## config.mk

```make
export PLATFORM = sky130hd
export DESIGN_NAME = rtc_scan
export DESIGN_NICKNAME = d
export VERILOG_FILES = /design/src/rtl/rtc_scan.sv
export SDC_FILE = /design/constraint.sdc
export NUM_CORES = 1
export LEC_CHECK = 0
export ABC_CLOCK_PERIOD_IN_PS = 2500
export BUFFER_PORTS_ARGS = -buffer_cell sky130_fd_sc_hd__buf_2
export CAP_MARGIN = 30
export CORE_MARGIN = 4
export CORE_UTILIZATION = 55
export CTS_CLUSTER_DIAMETER = 50
export DETAILED_ROUTE_END_ITERATION = 8
export HOLD_SLACK_MARGIN = 0.15
export PLACE_DENSITY = 0.78
export RECOVER_POWER = 25
export SYNTH_ARGS = -nofsm -noshare
export SYNTH_HDL_FRONTEND = slang
export SYNTH_SLANG_ARGS = --single-unit
```

## constraint.sdc

```tcl
create_clock -name reloj -period 2.5 [get_ports reloj]
set_input_delay 0.125 -clock reloj [delete_from_list [all_inputs] [get_ports reloj]]
set_output_delay 0.125 -clock reloj [all_outputs]
set_load 0.1 [all_outputs]
```

## src/rtl/rtc_scan.sv

```systemverilog
// rtc_scan: walks nine RTC date/time/timer registers, reads each one over a
// simple request/acknowledge bus and presents the decoded BCD digit pair to a
// downstream display stage for a fixed number of cycles.
//
// Handshake: rd_req rises with rd_addr and both stay constant until rd_ack is
// seen high on a rising edge of reloj. rd_data is sampled on that same edge.
// rd_req is low on the following cycle. An rd_ack that arrives while rd_req is
// low is ignored. A request with no rd_ack for TIMEOUT_CYC cycles is abandoned.
module rtc_scan #(
  parameter int HOLD_CYC    = 4,
  parameter int REFRESH_CYC = 100000,
  parameter int TIMEOUT_CYC = 255
) (
  input  logic       reloj,
  input  logic       reset,
  input  logic       en,
  output logic       rd_req,
  output logic [7:0] rd_addr,
  input  logic       rd_ack,
  input  logic [7:0] rd_data,
  output logic [3:0] decenas,
  output logic [3:0] unidades,
  output logic [3:0] direccion,
  output logic       valid,
  output logic       busy,
  output logic       bcd_err,
  output logic       to_err,
  output logic [1:0] state_dbg
);

  typedef enum logic [1:0] {
    IDLE    = 2'd0,
    REQ     = 2'd1,
    PRESENT = 2'd2,
    GAP     = 2'd3
  } state_t;

  localparam int RW = (REFRESH_CYC > 1) ? $clog2(REFRESH_CYC) : 1;
  localparam int TW = (TIMEOUT_CYC > 1) ? $clog2(TIMEOUT_CYC) : 1;
  localparam int HW = (HOLD_CYC > 1) ? $clog2(HOLD_CYC) : 1;

  localparam logic [RW-1:0] REF_LAST  = RW'(REFRESH_CYC - 1);
  localparam logic [TW-1:0] TO_LAST   = TW'(TIMEOUT_CYC - 1);
  localparam logic [HW-1:0] HOLD_LAST = HW'(HOLD_CYC - 1);
  localparam logic [3:0]    LAST_IDX  = 4'd8;
  localparam logic [3:0]    NO_FIELD  = 4'hF;

  state_t        state;
  state_t        state_nxt;
  logic [3:0]    idx;
  logic [RW-1:0] ref_cnt;
  logic [TW-1:0] to_cnt;
  logic [HW-1:0] hold_cnt;

  logic [3:0]    cap_t;
  logic [3:0]    cap_u;
  logic          cap_err;
  logic          ack_take;
  logic          timed_out;
  logic          scan_end;

  // RTC register address for each field index.
  function automatic logic [7:0] field_addr(input logic [3:0] i);
    case (i)
      4'd0:    return 8'h24;  // day
      4'd1:    return 8'h25;  // month
      4'd2:    return 8'h26;  // year
      4'd3:    return 8'h23;  // hour
      4'd4:    return 8'h22;  // minute
      4'd5:    return 8'h21;  // second
      4'd6:    return 8'h43;  // timer hour
      4'd7:    return 8'h42;  // timer minute
      4'd8:    return 8'h41;  // timer second
      default: return 8'h00;
    endcase
  endfunction

  // Per-cycle event qualifiers shared by the FSM and the datapath.
  always_comb begin
    ack_take  = (state == REQ) && rd_ack;
    timed_out = (state == REQ) && !rd_ack && (to_cnt == TO_LAST);
    scan_end  = (idx == LAST_IDX) || !en;
  end

  // Decode the packed BCD byte; hour registers carry format bits in [7:6].
  always_comb begin
    cap_err = 1'b0;
    if ((idx == 4'd3) || (idx == 4'd6)) begin
      cap_t = {2'b00, rd_data[5:4]};
    end else begin
      cap_t = rd_data[7:4];
    end
    cap_u = rd_data[3:0];
    if (cap_t > 4'd9) begin
      cap_t   = 4'd0;
      cap_err = 1'b1;
    end
    if (cap_u > 4'd9) begin
      cap_u   = 4'd0;
      cap_err = 1'b1;
    end
  end

  // State register.
  always_ff @(posedge reloj or negedge reset) begin
    if (!reset) begin
      state <= IDLE;
    end else begin
      state <= state_nxt;
    end
  end

  // Next-state logic.
  always_comb begin
    state_nxt = state;
    case (state)
      IDLE: begin
        if (en && (ref_cnt == REF_LAST)) state_nxt = REQ;
      end
      REQ: begin
        if (rd_ack) begin
          state_nxt = PRESENT;
        end else if (to_cnt == TO_LAST) begin
          state_nxt = GAP;
        end
      end
      PRESENT: begin
        if (hold_cnt == HOLD_LAST) state_nxt = GAP;
      end
      GAP: begin
        state_nxt = scan_end ? IDLE : REQ;
      end
      default: state_nxt = IDLE;
    endcase
  end

  // Moore outputs decoded from the current state.
  always_comb begin
    rd_req    = (state == REQ);
    rd_addr   = rd_req ? field_addr(idx) : 8'h00;
    valid     = (state == PRESENT);
    direccion = valid ? idx : NO_FIELD;
    busy      = (state != IDLE);
    state_dbg = state;
  end

  // Refresh counter: runs in IDLE and waits at its last value while disabled.
  always_ff @(posedge reloj or negedge reset) begin
    if (!reset) begin
      ref_cnt <= '0;
    end else if (state == IDLE) begin
      if (ref_cnt != REF_LAST) ref_cnt <= ref_cnt + 1'b1;
    end else begin
      ref_cnt <= '0;
    end
  end

  // Request timeout counter, cleared whenever no request is outstanding.
  always_ff @(posedge reloj or negedge reset) begin
    if (!reset) begin
      to_cnt <= '0;
    end else if (state == REQ) begin
      to_cnt <= to_cnt + 1'b1;
    end else begin
      to_cnt <= '0;
    end
  end

  // Presentation length counter.
  always_ff @(posedge reloj or negedge reset) begin
    if (!reset) begin
      hold_cnt <= '0;
    end else if (state == PRESENT) begin
      hold_cnt <= hold_cnt + 1'b1;
    end else begin
      hold_cnt <= '0;
    end
  end

  // Field index: advances on every GAP, whether or not the field was shown.
  always_ff @(posedge reloj or negedge reset) begin
    if (!reset) begin
      idx <= 4'd0;
    end else if (state == GAP) begin
      idx <= scan_end ? 4'd0 : idx + 4'd1;
    end else if (state == IDLE) begin
      idx <= 4'd0;
    end
  end

  // Digit capture; the digits keep their value until the next accepted read.
  always_ff @(posedge reloj or negedge reset) begin
    if (!reset) begin
      decenas  <= 4'd0;
      unidades <= 4'd0;
    end else if (ack_take) begin
      decenas  <= cap_t;
      unidades <= cap_u;
    end
  end

  // Sticky error flags, cleared only by reset.
  always_ff @(posedge reloj or negedge reset) begin
    if (!reset) begin
      bcd_err <= 1'b0;
      to_err  <= 1'b0;
    end else begin
      if (ack_take && cap_err) bcd_err <= 1'b1;
      if (timed_out)           to_err  <= 1'b1;
    end
  end

endmodule

```

==> run metrics <==
r2r worst-path depth 5; nature of the critical path startpoint flop; Reg2Reg Setup Slack approximately 320 ps; CTS sink count between 40 and 50; Synth Area in Adders approximately 7.0%; H-tree level count 2; CTS tree built; initial antenna violation count 0; largest net degree at the start of global routing 44; post-synthesis simple-gate area fraction roughly a quarter; # IOs 39; WL/cell 14.4 µm; multiplexer share of the synthesized area under 10%; xor/xnor cell area share of the yosys netlist 6.02%; Synth Flop Type dfrtp_1; Vias/cell 5.58; Post-DP HPWL 3.20 mm; PwrDens roughly 460 nW/µm²; grt total ovfl 0; CP endpoint decenas[3]; Critical Path Sink Type flop; Post-DRT Antenna Nets 0; Critical Path Start state_dbg[1]; Die Y 73.1 µm; num rows 23; vias in the first global route 1,742; GRT Overall Usage roughly a fifth; hold slack 427 ps; Setup Skew about 4.4 ps; Post-synth EDFFs 0; clock-pin transition on the worst setup and hold timing paths 90 ps; leakage power 1.31 nW; Critical Path RT roughly 2700 ps; Worst-Skew Late Latency ~300 ps; Num CTS Buffers 5; Crit Path Class reg2reg; M1 WL 2.25 mm; Seq cells post-synth 43; largest family of logic cells by synthesized area simple AND/OR/NAND/NOR gates; worst-path fanout max 16; Avg Cell Area, Syn 9.71 µm²; routed vias 1,891; RR Endpoint decenas[3]; Cell Area, Synth 2330 µm²; Yosys cell types 46; Setup Buffers After CTS 0; Yosys top cell by area dfrtp_1; share of the synthesized area in the top cell type ~46%; Final Hold Fails 0; fin crit period 2180 ps; Rel. slew slack 30.0%; ANT cells 0; RSZ-0062 raised after global routing false; Post-Synthesis Cells 240; layout cells sized above 1 20.8%; final instance area 2810 µm²; Area growth, synth to finish 20.7%; Die ar. 5340 µm²; nets 313; GP Congestion 0.810; drt first pass iters 4; hold buffers post-CTS 12; compound-gate portion of the synthesized area 10.4%; CTS max path bufs 2; top cells by area, synth dfrtp_1, ha_1, xnor2_1; CTS resizes 0; Cell Area, Placed 2570 µm²; worst vdd ir 283 µV; met2 wire length 2.32 mm; Synth warnings 0; list of most frequent post-synthesis cells dfrtp_1, nand2_1, o21ai_0; Finished Core Util 69.3%; ys async rst share 100%; setup TNS 0 ps; sequential fraction of the synthesis area 46.2%; top layer reached by signal wires met4; Hold Crit Class reg2reg; Finish-stage setup viols 0; first-pass GRT wire length 8.13 mm; I/O Buffers 35; FF-to-FF Start state_dbg[1]; CP arrival ~2400 ps; number of remaining DRC errors 0; Die W roughly 73 µm; Initial Util around 57%; final period utilization 87.2%; Starting DRT DRC Count 165; Detailed Route WL 4.87 mm; top-count cell post-synth dfrtp_1; FMAX about 460 MHz; total power draw 1.31 mW; root buffer cell clkbuf_8; status finished clean; CORE AREA 4060 µm²; Max Cap Viol 0; wire length on met3 257 µm; Worst-Margin Slew 1050 ps; fin. max-slew vios 0
-- registers in the layout, indices dropped and copies added (netlist names) --
signal and flops:
unidades 4, bcd_err 1, hold_cnt 2, idx 4
ref_cnt 17, state_dbg 2, to_cnt 8, decenas 4
to_err 1
-- layer usage --
| metal | up-vias | global-route usage [%] |
|---|---|---|
| met5 | - | 0 |
| met4 | 0 | 5.74 |
| met3 | 6 | 4.68 |
| met2 | 53 | 30.2 |
| met1 | 910 | 27.6 |
| li1 | 922 | - |
-- cell families after synthesis --
kind of cell               after synthesis
AOI/OAI and AO/OA                       38
xor gates and xnor gates                16
adders and majority gates               13
buffers and inverters                   23
DFF                                     43
muxes                                    4
other                                    1
and+or+nand+nor                        102
-- final cells by class --
type | instances | area [µm²]
Timing Repair Buffer | 49 | 308
Clock buffer | 5 | 68.8
Multi-Input combinational cell | 176 | 1200
Fill cell | 305 | 1240
Clock inverter | 3 | 43.8
Tap cell | 50 | 62.6
Inverter | 13 | 48.8
Sequential cell | 43 | 1080
-- cell usage in the layout, fill, tap and decap left out, types with 2 or more instances in the layout --
cell           instances
a21oi_1                5
a31o_2                 2
and2_1                 9
and3_1                 3
and4_1                 3
buf_2                 35
clkbuf_8               5
conb_1                 3
dfrtp_1               41
dfrtp_2                2
dlygate4sd3_1         12
ha_1                  11
inv_1                 12
mux2i_1                3
nand2_1               29
nand2b_1               5
nand3_1                8
nand4_1                5
nor2_1                13
nor2b_1                4
nor3_1                 7
nor4_1                 4
o211ai_1               2
o21ai_0               16
o22ai_1                2
o31ai_1                4
or3_1                  2
xnor2_1               13
xor2_1                 3
-- per-stage QoR --
stage	worst slack (ps)	instances
4_1_cts	380	338
2_1_floorplan	139	242
6_report	319	339
3_5_place_dp	562	318
3_3_place_gp	628	318
5_1_grt	92.0	339
-- where the power goes --
part	internal, mW	switching (mW)	total [mW]
combinational	0.0210	0.0447	0.0656
clock	0.298	0.249	0.546
sequential	0.695	0	0.695
total	1.01	0.293	1.31
-- worst min path at each step --
stage / startpoint / to / slack [ps] / depth (start not counted)
after floorplan: reset / bcd_err / -170 / 0
after global placement: reset / ref_cnt[15] / 320 / 1
after detailed placement: reset / ref_cnt[16] / 330 / 1
after CTS: hold_cnt[0] / hold_cnt[0] / 430 / 1
after global routing: hold_cnt[0] / hold_cnt[0] / 470 / 1
final: hold_cnt[0] / hold_cnt[0] / 430 / 1
-- critical path: stages (launching register included) --
cell,delay [ps]
dfrtp_2,440
inv_1,110
ha_4,230
nand2_1,300
o41ai_1,450
dlygate4sd3_1,600
Power figures use the tool's default switching activity.
